--- src/rtl/sd_cmd_framer_if.sv ---
// sd_cmd_framer_if: command request, byte-engine handshake and status bundle for sd_cmd_framer.
//   master: environment side; it issues Start/CmdIndex/CmdArg/CmdCRC and plays the SPI byte
//           engine (ByteDone, RxByte).
//   slave : framer side; it drives TxByte, SPI_Enable, CS_n, Busy, Done, TimedOut and R1.
interface sd_cmd_framer_if;
  logic        Start;
  logic [5:0]  CmdIndex;
  logic [31:0] CmdArg;
  logic [6:0]  CmdCRC;
  logic        ByteDone;
  logic [7:0]  RxByte;
  logic [7:0]  TxByte;
  logic        SPI_Enable;
  logic        CS_n;
  logic        Busy;
  logic        Done;
  logic        TimedOut;
  logic [7:0]  R1;

  modport master (
    output Start, CmdIndex, CmdArg, CmdCRC, ByteDone, RxByte,
    input  TxByte, SPI_Enable, CS_n, Busy, Done, TimedOut, R1
  );

  modport slave (
    input  Start, CmdIndex, CmdArg, CmdCRC, ByteDone, RxByte,
    output TxByte, SPI_Enable, CS_n, Busy, Done, TimedOut, R1
  );
endinterface

--- src/rtl/sd_cmd_framer.sv ---
// sd_cmd_framer: frames one SD SPI-mode command (6 bytes) and polls for the R1 response.
// A command is PRE (one 0xFF byte, CS low), FRAME (6 bytes), RESP (0xFF polls until a byte
// with bit 7 clear or RESP_WAIT polls), POST (one 0xFF byte with CS high), then a Done pulse.
// Ports:
//   MasterCLK - system clock, rising edge
//   Reset     - synchronous active-high reset
//   bus       - sd_cmd_framer_if.slave: request fields, byte-engine handshake, status outputs
module sd_cmd_framer #(
  parameter int unsigned RESP_WAIT = 8
) (
  input logic           MasterCLK,
  input logic           Reset,
  sd_cmd_framer_if.slave bus
);

  localparam logic [2:0] IDLE  = 3'd0;
  localparam logic [2:0] PRE   = 3'd1;
  localparam logic [2:0] FRAME = 3'd2;
  localparam logic [2:0] RESP  = 3'd3;
  localparam logic [2:0] POST  = 3'd4;

  localparam logic [7:0] RespWait = 8'(RESP_WAIT);

  logic [2:0]  state_q, state_d;
  logic [2:0]  idx_q, idx_d;
  logic [7:0]  poll_q, poll_d;
  logic [5:0]  cmd_idx_q, cmd_idx_d;
  logic [31:0] cmd_arg_q, cmd_arg_d;
  logic [6:0]  cmd_crc_q, cmd_crc_d;
  logic        done_q, done_d;
  logic        timed_out_q, timed_out_d;
  logic [7:0]  r1_q, r1_d;

  always_comb begin
    state_d     = state_q;
    idx_d       = idx_q;
    poll_d      = poll_q;
    cmd_idx_d   = cmd_idx_q;
    cmd_arg_d   = cmd_arg_q;
    cmd_crc_d   = cmd_crc_q;
    done_d      = 1'b0;
    timed_out_d = timed_out_q;
    r1_d        = r1_q;
    case (state_q)
      IDLE: begin
        // Start is only honoured here, so a Start while busy never touches the latched fields.
        if (bus.Start) begin
          state_d     = PRE;
          idx_d       = 3'd0;
          poll_d      = 8'd0;
          cmd_idx_d   = bus.CmdIndex;
          cmd_arg_d   = bus.CmdArg;
          cmd_crc_d   = bus.CmdCRC;
          timed_out_d = 1'b0;
          r1_d        = 8'hFF;
        end
      end
      PRE: begin
        if (bus.ByteDone) begin
          state_d = FRAME;
          idx_d   = 3'd0;
        end
      end
      FRAME: begin
        if (bus.ByteDone) begin
          if (idx_q == 3'd5) begin
            state_d = RESP;
            poll_d  = 8'd0;
          end else begin
            idx_d = idx_q + 3'd1;
          end
        end
      end
      RESP: begin
        if (bus.ByteDone) begin
          if (!bus.RxByte[7]) begin
            r1_d        = bus.RxByte;
            timed_out_d = 1'b0;
            state_d     = POST;
          end else begin
            poll_d = poll_q + 8'd1;
            // RESP_WAIT <= 255, so the counter stops here before it could wrap.
            if (poll_d == RespWait) begin
              r1_d        = 8'hFF;
              timed_out_d = 1'b1;
              state_d     = POST;
            end
          end
        end
      end
      POST: begin
        if (bus.ByteDone) begin
          state_d = IDLE;
          done_d  = 1'b1;
        end
      end
      default: state_d = IDLE;
    endcase
  end

  always_ff @(posedge MasterCLK) begin
    if (Reset) begin
      state_q     <= IDLE;
      idx_q       <= 3'd0;
      poll_q      <= 8'd0;
      cmd_idx_q   <= 6'd0;
      cmd_arg_q   <= 32'd0;
      cmd_crc_q   <= 7'd0;
      done_q      <= 1'b0;
      timed_out_q <= 1'b0;
      r1_q        <= 8'hFF;
    end else begin
      state_q     <= state_d;
      idx_q       <= idx_d;
      poll_q      <= poll_d;
      cmd_idx_q   <= cmd_idx_d;
      cmd_arg_q   <= cmd_arg_d;
      cmd_crc_q   <= cmd_crc_d;
      done_q      <= done_d;
      timed_out_q <= timed_out_d;
      r1_q        <= r1_d;
    end
  end

  // TxByte is decoded from registered state only, so it moves the cycle after ByteDone and
  // holds steady between pulses.
  always_comb begin
    bus.TxByte = 8'hFF;
    if (state_q == FRAME) begin
      case (idx_q)
        3'd0:    bus.TxByte = {2'b01, cmd_idx_q};
        3'd1:    bus.TxByte = cmd_arg_q[31:24];
        3'd2:    bus.TxByte = cmd_arg_q[23:16];
        3'd3:    bus.TxByte = cmd_arg_q[15:8];
        3'd4:    bus.TxByte = cmd_arg_q[7:0];
        3'd5:    bus.TxByte = {cmd_crc_q, 1'b1};
        default: bus.TxByte = 8'hFF;
      endcase
    end
  end

  assign bus.CS_n       = !((state_q == PRE) || (state_q == FRAME) || (state_q == RESP));
  assign bus.SPI_Enable = (state_q != IDLE);
  assign bus.Busy       = (state_q != IDLE);
  assign bus.Done       = done_q;
  assign bus.TimedOut   = timed_out_q;
  assign bus.R1         = r1_q;

endmodule

--- src/flat_wrapper.sv ---
// flat-port wrapper written by rule: the top's interface ports become plain ports
module sd_cmd_framer_flat 
#(
  parameter int unsigned RESP_WAIT = 8
)
  (MasterCLK, Reset, bus_Start, bus_CmdIndex, bus_CmdArg, bus_CmdCRC, bus_ByteDone, bus_RxByte, bus_TxByte, bus_SPI_Enable, bus_CS_n, bus_Busy, bus_Done, bus_TimedOut, bus_R1);
  sd_cmd_framer_if bus_i ();
  input logic MasterCLK;
  input logic Reset;
  input wire logic [$bits(bus_i.Start)-1:0] bus_Start;
  input wire logic [$bits(bus_i.CmdIndex)-1:0] bus_CmdIndex;
  input wire logic [$bits(bus_i.CmdArg)-1:0] bus_CmdArg;
  input wire logic [$bits(bus_i.CmdCRC)-1:0] bus_CmdCRC;
  input wire logic [$bits(bus_i.ByteDone)-1:0] bus_ByteDone;
  input wire logic [$bits(bus_i.RxByte)-1:0] bus_RxByte;
  output wire logic [$bits(bus_i.TxByte)-1:0] bus_TxByte;
  output wire logic [$bits(bus_i.SPI_Enable)-1:0] bus_SPI_Enable;
  output wire logic [$bits(bus_i.CS_n)-1:0] bus_CS_n;
  output wire logic [$bits(bus_i.Busy)-1:0] bus_Busy;
  output wire logic [$bits(bus_i.Done)-1:0] bus_Done;
  output wire logic [$bits(bus_i.TimedOut)-1:0] bus_TimedOut;
  output wire logic [$bits(bus_i.R1)-1:0] bus_R1;
  assign bus_i.Start = bus_Start;
  assign bus_i.CmdIndex = bus_CmdIndex;
  assign bus_i.CmdArg = bus_CmdArg;
  assign bus_i.CmdCRC = bus_CmdCRC;
  assign bus_i.ByteDone = bus_ByteDone;
  assign bus_i.RxByte = bus_RxByte;
  assign bus_TxByte = bus_i.TxByte;
  assign bus_SPI_Enable = bus_i.SPI_Enable;
  assign bus_CS_n = bus_i.CS_n;
  assign bus_Busy = bus_i.Busy;
  assign bus_Done = bus_i.Done;
  assign bus_TimedOut = bus_i.TimedOut;
  assign bus_R1 = bus_i.R1;
  sd_cmd_framer #(.RESP_WAIT(RESP_WAIT)) u_core (.MasterCLK(MasterCLK), .Reset(Reset), .bus(bus_i));
endmodule
--- config.mk ---
export PLATFORM = sky130hd
export DESIGN_NAME = sd_cmd_framer_flat
export DESIGN_NICKNAME = d
export VERILOG_FILES = /design/src/rtl/sd_cmd_framer_if.sv /design/src/rtl/sd_cmd_framer.sv /design/src/flat_wrapper.sv
export SDC_FILE = /design/constraint.sdc
export NUM_CORES = 1
export LEC_CHECK = 0
export CELL_PAD_IN_SITES_DETAIL_PLACEMENT = 1
export CELL_PAD_IN_SITES_GLOBAL_PLACEMENT = 1
export CORE_ASPECT_RATIO = 1.25
export CORE_MARGIN = 2
export CORE_UTILIZATION = 27
export DETAILED_ROUTE_END_ITERATION = 10
export PLACE_DENSITY = 0.62
export SYNTH_ARGS = -nofsm -noshare
export SYNTH_HDL_FRONTEND = slang
export SYNTH_SLANG_ARGS = --single-unit
--- constraint.sdc ---
create_clock -name MasterCLK -period 2.8 [get_ports MasterCLK]
set_input_delay 0.84 -clock MasterCLK [delete_from_list [all_inputs] [get_ports MasterCLK]]
set_output_delay 0.84 -clock MasterCLK [all_outputs]
set_load 0.01 [all_outputs]
* Yosys cells after proc, flatten, opt, wreduce, memory -nomap -nowiden *
Cells that the tools add are included.

word-level totals
  register bits after elaboration = 69

cells by class
  add/subtract/negate cells = 2
  equal/unequal tests = 19
  mux-type cells = 32
  bitwise gates (word level) = 1
  reductions and logical operators = 15

operators with widths
  operator               count
  $mux W8                10
  $pmux W8 S6            1
  $mux W3                11
  $pmux W8 S3            1
  $pmux W8 S2            1
  $pmux W3 S5            1
  $ne A2 B2 Y1 const B   7
  $eq A3 B2 Y1 const B   4
  $eq A3 B3 Y1 const B   3
  $pmux W3 S3            1
  $reduce_bool A3 Y1     3
  $add A8 B1 Y8 const B  1
  $eq A8 B4 Y1 const B   1
  $reduce_and A7 Y1      1
  $eq A3 B1 Y1 const B   2
  $logic_not A3 Y1       2
  $reduce_and A6 Y1      1
  $mux W1                5
  $reduce_and A5 Y1      1
  $reduce_and A4 Y1      1
  $add A3 B1 Y3 const B  1
  $ne A3 B2 Y1 const B   1
  $logic_or A1 B1 Y1     2
  $ne A2 B1 Y1 const B   1
  6 further kinds        6

* Logic depth before layout (Yosys ltp) *
Gate-level depths: netlist of the first run.

  depth in word-level cells = 6
  depth in mapped cells = 9
  gate-level depth less buffers = 6

* Worst setup path after synthesis of the first run *
No wires, ideal clock.

  kind = register to output
  from = reg u_core.idx_q[2]
  to = out bus_TxByte[1]
  arrival = 1.866 ns
  data required time = 1.960 ns
  slack = 0.094 ns
  cell stages (with the launch flop) = 10
  path buffers = 3
  cells stage by stage = dfxtp_1 -> buf_6 -> clkbuf_1 -> inv_1 -> ha_1 -> clkbuf_1 -> nor3_1 -> a21oi_2 -> o21ai_0 -> a221o_1

between the ends
  longest elaborated chain between the ends = 3
  elaborated cells on any way between the ends = 8

RTL lines
  what                                        line                  source
  start, declared                             sd_cmd_framer.sv:25   logic [2:0] idx_q, idx_d;
  start signal, assigned                      sd_cmd_framer.sv:114  idx_q <= idx_d;
  $eq A3 B3 Y1, or another cell as far along  sd_cmd_framer.sv:130  case (idx_q)
  $pmux W8 S6 (*)                             sd_cmd_framer.sv:130
  $mux W8 (*)                                 sd_cmd_framer.sv:129  if (state_q == FRAME) begin
  end, declared                               flat_wrapper.sv:16    output wire logic [$bits(bus_i.TxByte)-1:0] bus_TxByte;

Every way passes the cells marked *; elsewhere a longest branch is shown, timed or not.

* Worst setup path in the final report of the first run *
  from = reg u_core.idx_q[1]
  to = out bus_TxByte[0]

The elaborated chain is that of the path after synthesis.

==> flow_summary.toml, run 1 <==
[layout]
fin_util_pct = 40.0
final.fill_count = 1385
drive_above_1_share_pct = 13.6
area_growth_pct = 43.3
seqCellArea_um2 = 1390
nets = 550
multi_input_area_um2 = 1790
antenna_cells = 0

[synthesis]
synth_area_leader_cell = "dfxtp_1"
syn_avg_cell_area_um2 = 8.02
synth_cells = 408
syn-num-nets = 472
synth-edff-count = 0
synthTopCellsByArea = "dfxtp_1, nand2_1, a21oi_1"
synth.distinct_cells = 56
ys_seq_elements = 69
yosys_warnings = 0
netlist_area_um2 = 3270
yosysTopAreaCellShare_pct = 42.2
synth_ff_type = "dfxtp_1"
synth_most_common_cell = "nand2_1"
yosysSeqAreaShare_pct = 42.2
async_reset_ff_share_pct = 0
synth_commonest_cells = "nand2_1, dfxtp_1, a21oi_1, clkbuf_1, o21ai_0"

[placed_design]
port_buffers = 77
dp_hpwl_mm = 7.80
pre_cts_slack_ns = -0.118
routabilityCongestion = 0.854

[floorplan]
fp.coreArea_um2 = 11700
dieArea_um2 = 13000
ios = 78
num_rows = 44
start_util_pct = 27.9
die_w_um = 102
die_h_um = 127

[clock_tree]
h-tree-depth = 3
path_clk_slew_ns = 0.06
clk_latency_ns = 0.33
cts_inserted_buffers = 9
cts.sinks = 69
clockBufferDepth = 2
cts-hold-fix-buffers = 0
cts_tree = "done"
clockRootBuffer = "clkbuf_16"

[critical_path]
cp-start-kind = "flip-flop"
r2r_slack_ns = 0.53
reg2reg_depth = 5
cp.depth = 6
endpoint_kind = "primary output"
rr_startpoint = "u_core.poll_q[0]$_SDFFE_PP0P_"
crit_path_max_fanout = 6
crit_chain = "inv_4 -> ha_4 -> a222oi_1 -> mux2i_1 -> a2111o_1 -> buf_2"
arrival_ns = 1.98
critical_path.slowest_cell = "a222oi_1"
crit_type = "reg2out"
crit_family = "compound AO/OA/AOI/OAI gates"
critPathLaunch = "u_core.idx_q[1]$_SDFFE_PP0P_"
crit_end = "bus_TxByte[0]"
r2r_end = "u_core.state_q[0]$_SDFFE_PP0P_"
crit_buf_inv = 2
crit_required_ns = 1.96
slowest_delay_ns = 0.39

[route]
ant_nets = 0
wl_per_cell_um = 16.5
num_vias = 3289
drcViolationCount = 0
dr.first_iter.drc_count = 186
first_pass_iters = 5
wl_mm = 10.8
avgViaCountPerCell = 5.04

[sta]
tns_ns = -0.0250
hold_viol_final = 0
min_period_ns = 2.82
fmax_mhz = 354
slew_headroom_pct = 32.9
max_slew.worst_pin.slew_ns = 1.01
setup_violations = 1
layout_worst_path_cycle_share_pct = 101
final_max_slew_viol_count = 0
skew_ns = 0.00665
fin_ws_ns = -0.0250
rsz0062_at_grt = "true"

[global_routing]
grt_usage_pct = 17.1
grt_pass1_vias = 3419
grt_pass1_wl_mm = 17.4
overflow = 0
grt_antenna_before_repair = 0
grt_max_degree = 47

[power]
peakVddDrop_mv = 0.313
p_leak_nw = 1.64
power_density_nw_per_um2 = 607

[job]
maxCapViolations = 0

[status]
outcome = "complete, but fails checks"
violations = "setup timing"

[hold_path]
hold_class = "reg2reg"
[sequential cells by signal, summed over array words and instances (netlist names)]
signal	cells
u_core.bus.Done	1
u_core.idx_q	3
u_core.cmd_crc_q	7
u_core.bus.R1	8
u_core.cmd_arg_q	32
u_core.bus.TimedOut	1
u_core.cmd_idx_q	6
u_core.poll_q	8
u_core.state_q	3
[power by group]
part           internal (mW)  leakage [nW]  switching [mW]
logic                  0.192         0.906           0.219
registers               1.04         0.565          0.0410
clock network          0.902         0.174           0.454
[repair_timing]
item | 4_1_cts | 5_1_grt
setup buffers | 1 | 0
setup endpoints to repair | 8 | 8
pin swaps | 14 | 10
resized for setup | 46 | 6
[area by class of cell]
type	count	area share [%]
Clock inverter	6	2.48
Clock buffer	10	5.10
Sequential cell	69	29.6
Inverter	6	0.534
Tap cell	161	4.30
Timing Repair Buffer	100	19.7
Multi-Input combinational cell	300	38.2
[stage by stage]
| step | cell area, um^2 | hold slack (ns) | cells | power [mW] |
|---|---|---|---|---|
| floorplan | 3270 | 0.431 | 408 | 1.31 |
| global placement | 4260 | 0.448 | 635 | 1.51 |
| detailed placement | 4260 | 0.451 | 635 | 1.52 |
| CTS | 4650 | 0.459 | 652 | 2.88 |
| global route | 4690 | 0.471 | 652 | 2.97 |
| finish | 4690 | 0.458 | 652 | 2.85 |
[placed cells by master, fill, tap and decap left out, drive strengths merged, types with 2 or more instances in the layout]
cell and n:
o221ai 2, or3 2, a22o 4, a311oi 5, clkbuf 10, or4b 3, o32ai 7, and3 2
clkdlybuf4s50 68, nand3 6, dfxtp 69, nand3b 6, mux2i 2, a222oi 6, inv 8, a221oi 4
a31oi 4, or4 2, nand2b 5, a221o 2, o21ai 12, a2111o 2, nand2 105, nor3 11
a22oi 3, nor2 9, bufinv 3, ha 7, a21oi 66, buf 31
[cells by family after synthesis]
kind of cell | after synthesis | share of synthesized area [%]
muxes | 3 | 0.956
adders and majority gates | 7 | 2.68
DFF | 69 | 42.2
AOI/OAI and AO/OA | 128 | 25.8
and+or+nand+nor | 161 | 22.8
buffers and inverters | 39 | 5.24
xor gates and xnor gates | 1 | 0.268
[metal layers]
metal | vias up | wire length [um] | global-route usage, %
li1 | 1626 | - | -
met1 | 1562 | 4730 | 21.0
met2 | 86 | 5280 | 29.3
met3 | 15 | 541 | 3.01
met4 | 0 | 214 | 6.82
met5 | - | 0 | 0
[worst min path at each step]
stage / from / to / depth (start not counted)
after floorplan: u_core.cmd_arg_q[0]$_SDFFE_PP0P_ / u_core.cmd_arg_q[0]$_SDFFE_PP0P_ / 2
after global placement: u_core.cmd_arg_q[12]$_SDFFE_PP0P_ / u_core.cmd_arg_q[12]$_SDFFE_PP0P_ / 2
after detailed placement: u_core.cmd_arg_q[17]$_SDFFE_PP0P_ / u_core.cmd_arg_q[17]$_SDFFE_PP0P_ / 2
after CTS: u_core.cmd_arg_q[17]$_SDFFE_PP0P_ / u_core.cmd_arg_q[17]$_SDFFE_PP0P_ / 2
after global routing: u_core.cmd_arg_q[17]$_SDFFE_PP0P_ / u_core.cmd_arg_q[17]$_SDFFE_PP0P_ / 2
final: u_core.cmd_arg_q[17]$_SDFFE_PP0P_ / u_core.cmd_arg_q[17]$_SDFFE_PP0P_ / 2
[worst register-to-register path, cell delays in order, from the launching register on]
cell and delay, ns:
dfxtp_1 0.51, ha_1 0.22, or4b_1 0.44, nor3_1 0.26, o22ai_1 0.40, a32o_1 0.34
No activity file was read; power rests on OpenSTA's default activity.
==> run 2: changes to the inputs <==
==> constraint.sdc (replaced) <==
create_clock -name MasterCLK -period 3.4 [get_ports MasterCLK]
set_input_delay 1.02 -clock MasterCLK [delete_from_list [all_inputs] [get_ports MasterCLK]]
set_output_delay 1.02 -clock MasterCLK [all_outputs]
set_load 0.01 [all_outputs]
==> flow_summary.toml, run 2 (same netlist as run 1, synthesis figures left out) <==
[global_routing]
grt_pass1_vias = 3433
overflow = 0
grt_max_degree = 47
grt_pass1_wl_mm = 17.3
grt_antenna_before_repair = 0
grt_usage_pct = 17.2

[sta]
hold_viol_final = 0
max_slew.worst_pin.slew_ns = 1.01
skew_ns = 0.00811
final_max_slew_viol_count = 0
layout_worst_path_cycle_share_pct = 99.0
fmax_mhz = 297
worst_hold_slack_ns = 0.456
setup_violations = 0
min_period_ns = 3.37
slew_headroom_pct = 32.5
rsz0062_at_grt = "true"

[layout]
drive_above_1_share_pct = 8.79
final.fill_count = 1399
mostFrequentLayoutCell = "nand2_1"
most-common-layout-cells = "nand2_1, clkdlybuf4s50_1, dfxtp_1"
seqCellArea_um2 = 1380
largest_reg_flops = 32
nets = 538
multi_input_area_um2 = 1740
regMostFlops = "u_core.cmd_arg_q"
antenna_cells = 0
area_growth_pct = 37.6

[clock_tree]
h-tree-depth = 3
clockBufferDepth = 2
cts_inserted_buffers = 9
cts.sinks = 69
clockRootBuffer = "clkbuf_16"
cts_tree = "done"
cts-hold-fix-buffers = 0
path_clk_slew_ns = 0.06
clk_latency_ns = 0.33

[floorplan]
dieArea_um2 = 13000
fp.coreArea_um2 = 11700
num_rows = 44
die_w_um = 102
start_util_pct = 27.9
die_h_um = 127
ios = 78

[placed_design]
port_buffers = 77
dp_hpwl_mm = 8.02
routabilityCongestion = 0.798

[power]
p_switching_uw = 573
peakVddDrop_mv = 0.200
total_power_mw = 2.15
power_density_nw_per_um2 = 478
p_int_mw = 1.58
switching_share_pct = 26.6
clockPowerShare_pct = 43.0
power_frac_comb_pct = 15.7
p_leak_nw = 1.55
pwr-share-seq_pct = 41.3

[critical_path]
endpoint_kind = "primary output"
crit_path_max_fanout = 9
arrival_ns = 2.35
crit_required_ns = 2.38
cp-start-kind = "flip-flop"
crit_type = "reg2out"

[route]
ant_nets = 0
wl_mm = 10.8
dr.first_iter.drc_count = 84
num_vias = 3228
dr_wl_met3_um = 532
met1Wirelength_mm = 4.68
wl_met2_mm = 5.41
avgViaCountPerCell = 5.05
drcViolationCount = 0
wl_per_cell_um = 16.9
first_pass_iters = 4
highest_layer = "met4"

[status]
outcome = "completed"

[hold_path]
hold_class = "reg2reg"

[job]
maxCapViolations = 0
## run 2: cell types whose count changed in the layout (fill, tap and decap cells not counted), sizes merged
cell	delta
buf	-19
clkdlybuf4s50	+5
bufinv	-2
clkinvlp	+2
dlygate4sd2	+2
clkbuf	-1
clkdlybuf4s15	-1
clkinv	+1
dlymetal6s2s	+1
inv	-1
## run 2: cell type report
cell class / count / share of cell area (%)
timing repair buffer: 88 / 19.1
tap: 161 / 4.48
clock inverter: 6 / 1.42
clock buffer: 9 / 5.00
inverter: 6 / 0.500
sequential: 69 / 30.7
multi-input combinational: 300 / 38.7
## run 2: per-layer routing
metal / vias up / track usage [%]
met2: 76 / 30.6
li1: 1600 / -
met1: 1538 / 19.9
met3: 14 / 3.99
met5: - / 0
met4: 0 / 5.73
## run 2: worst paths after layout
kind / startpoint / end / slack, ns / cells past startpoint
setup / recovery: u_core.idx_q[1]$_SDFFE_PP0P_ / bus_TxByte[0] / 0.03 / 6
hold / removal: u_core.cmd_arg_q[22]$_SDFFE_PP0P_ / u_core.cmd_arg_q[22]$_SDFFE_PP0P_ / 0.46 / 2
setup reg to reg: u_core.poll_q[0]$_SDFFE_PP0P_ / u_core.state_q[2]$_SDFFE_PP0P_ / 1.03 / 5
hold reg to reg: u_core.cmd_arg_q[22]$_SDFFE_PP0P_ / u_core.cmd_arg_q[22]$_SDFFE_PP0P_ / 0.46 / 2
## run 2: critical path, stage by stage, from the launching register on
cell             delay [ns]
dfxtp_2                0.36
inv_1                  0.07
ha_2                   0.24
a222oi_1               0.37
mux2i_1                0.13
a2111o_1               0.36
clkdlybuf4s50_1        0.49
## run 2: power by group through the flow
stage	clock, mW	sequential [mW]	combinational [mW]
CTS	0.947	0.889	0.341
global placement	0	0.907	0.334
floorplan	0	0.890	0.187
detailed placement	0	0.907	0.341
finish	0.925	0.888	0.337
global route	0.979	0.893	0.375
## run 2: repair_timing
action | 4_1_cts | 5_1_grt
pin swaps | 0 | 1
resized for setup | 7 | 3
endpoints found under the setup margin | 7 | 6
buffers inserted | 0 | 0
## run 2: per-stage QoR
stage / instance area, um^2 / cells / setup TNS (ns) / setup WS (ns) / utilization [%]
6_report: 4500 / 639 / 0 / 0.0340 / 38.4
5_1_grt: 4500 / 639 / -0.306 / -0.0884 / 38.4
4_1_cts: 4490 / 639 / 0 / 0.0102 / 38.3
3_5_place_dp: 4190 / 624 / 0 / 0.239 / 35.7
3_3_place_gp: 4190 / 624 / 0 / 0.327 / 35.7
2_1_floorplan: 3270 / 408 / 0 / 0.514 / -
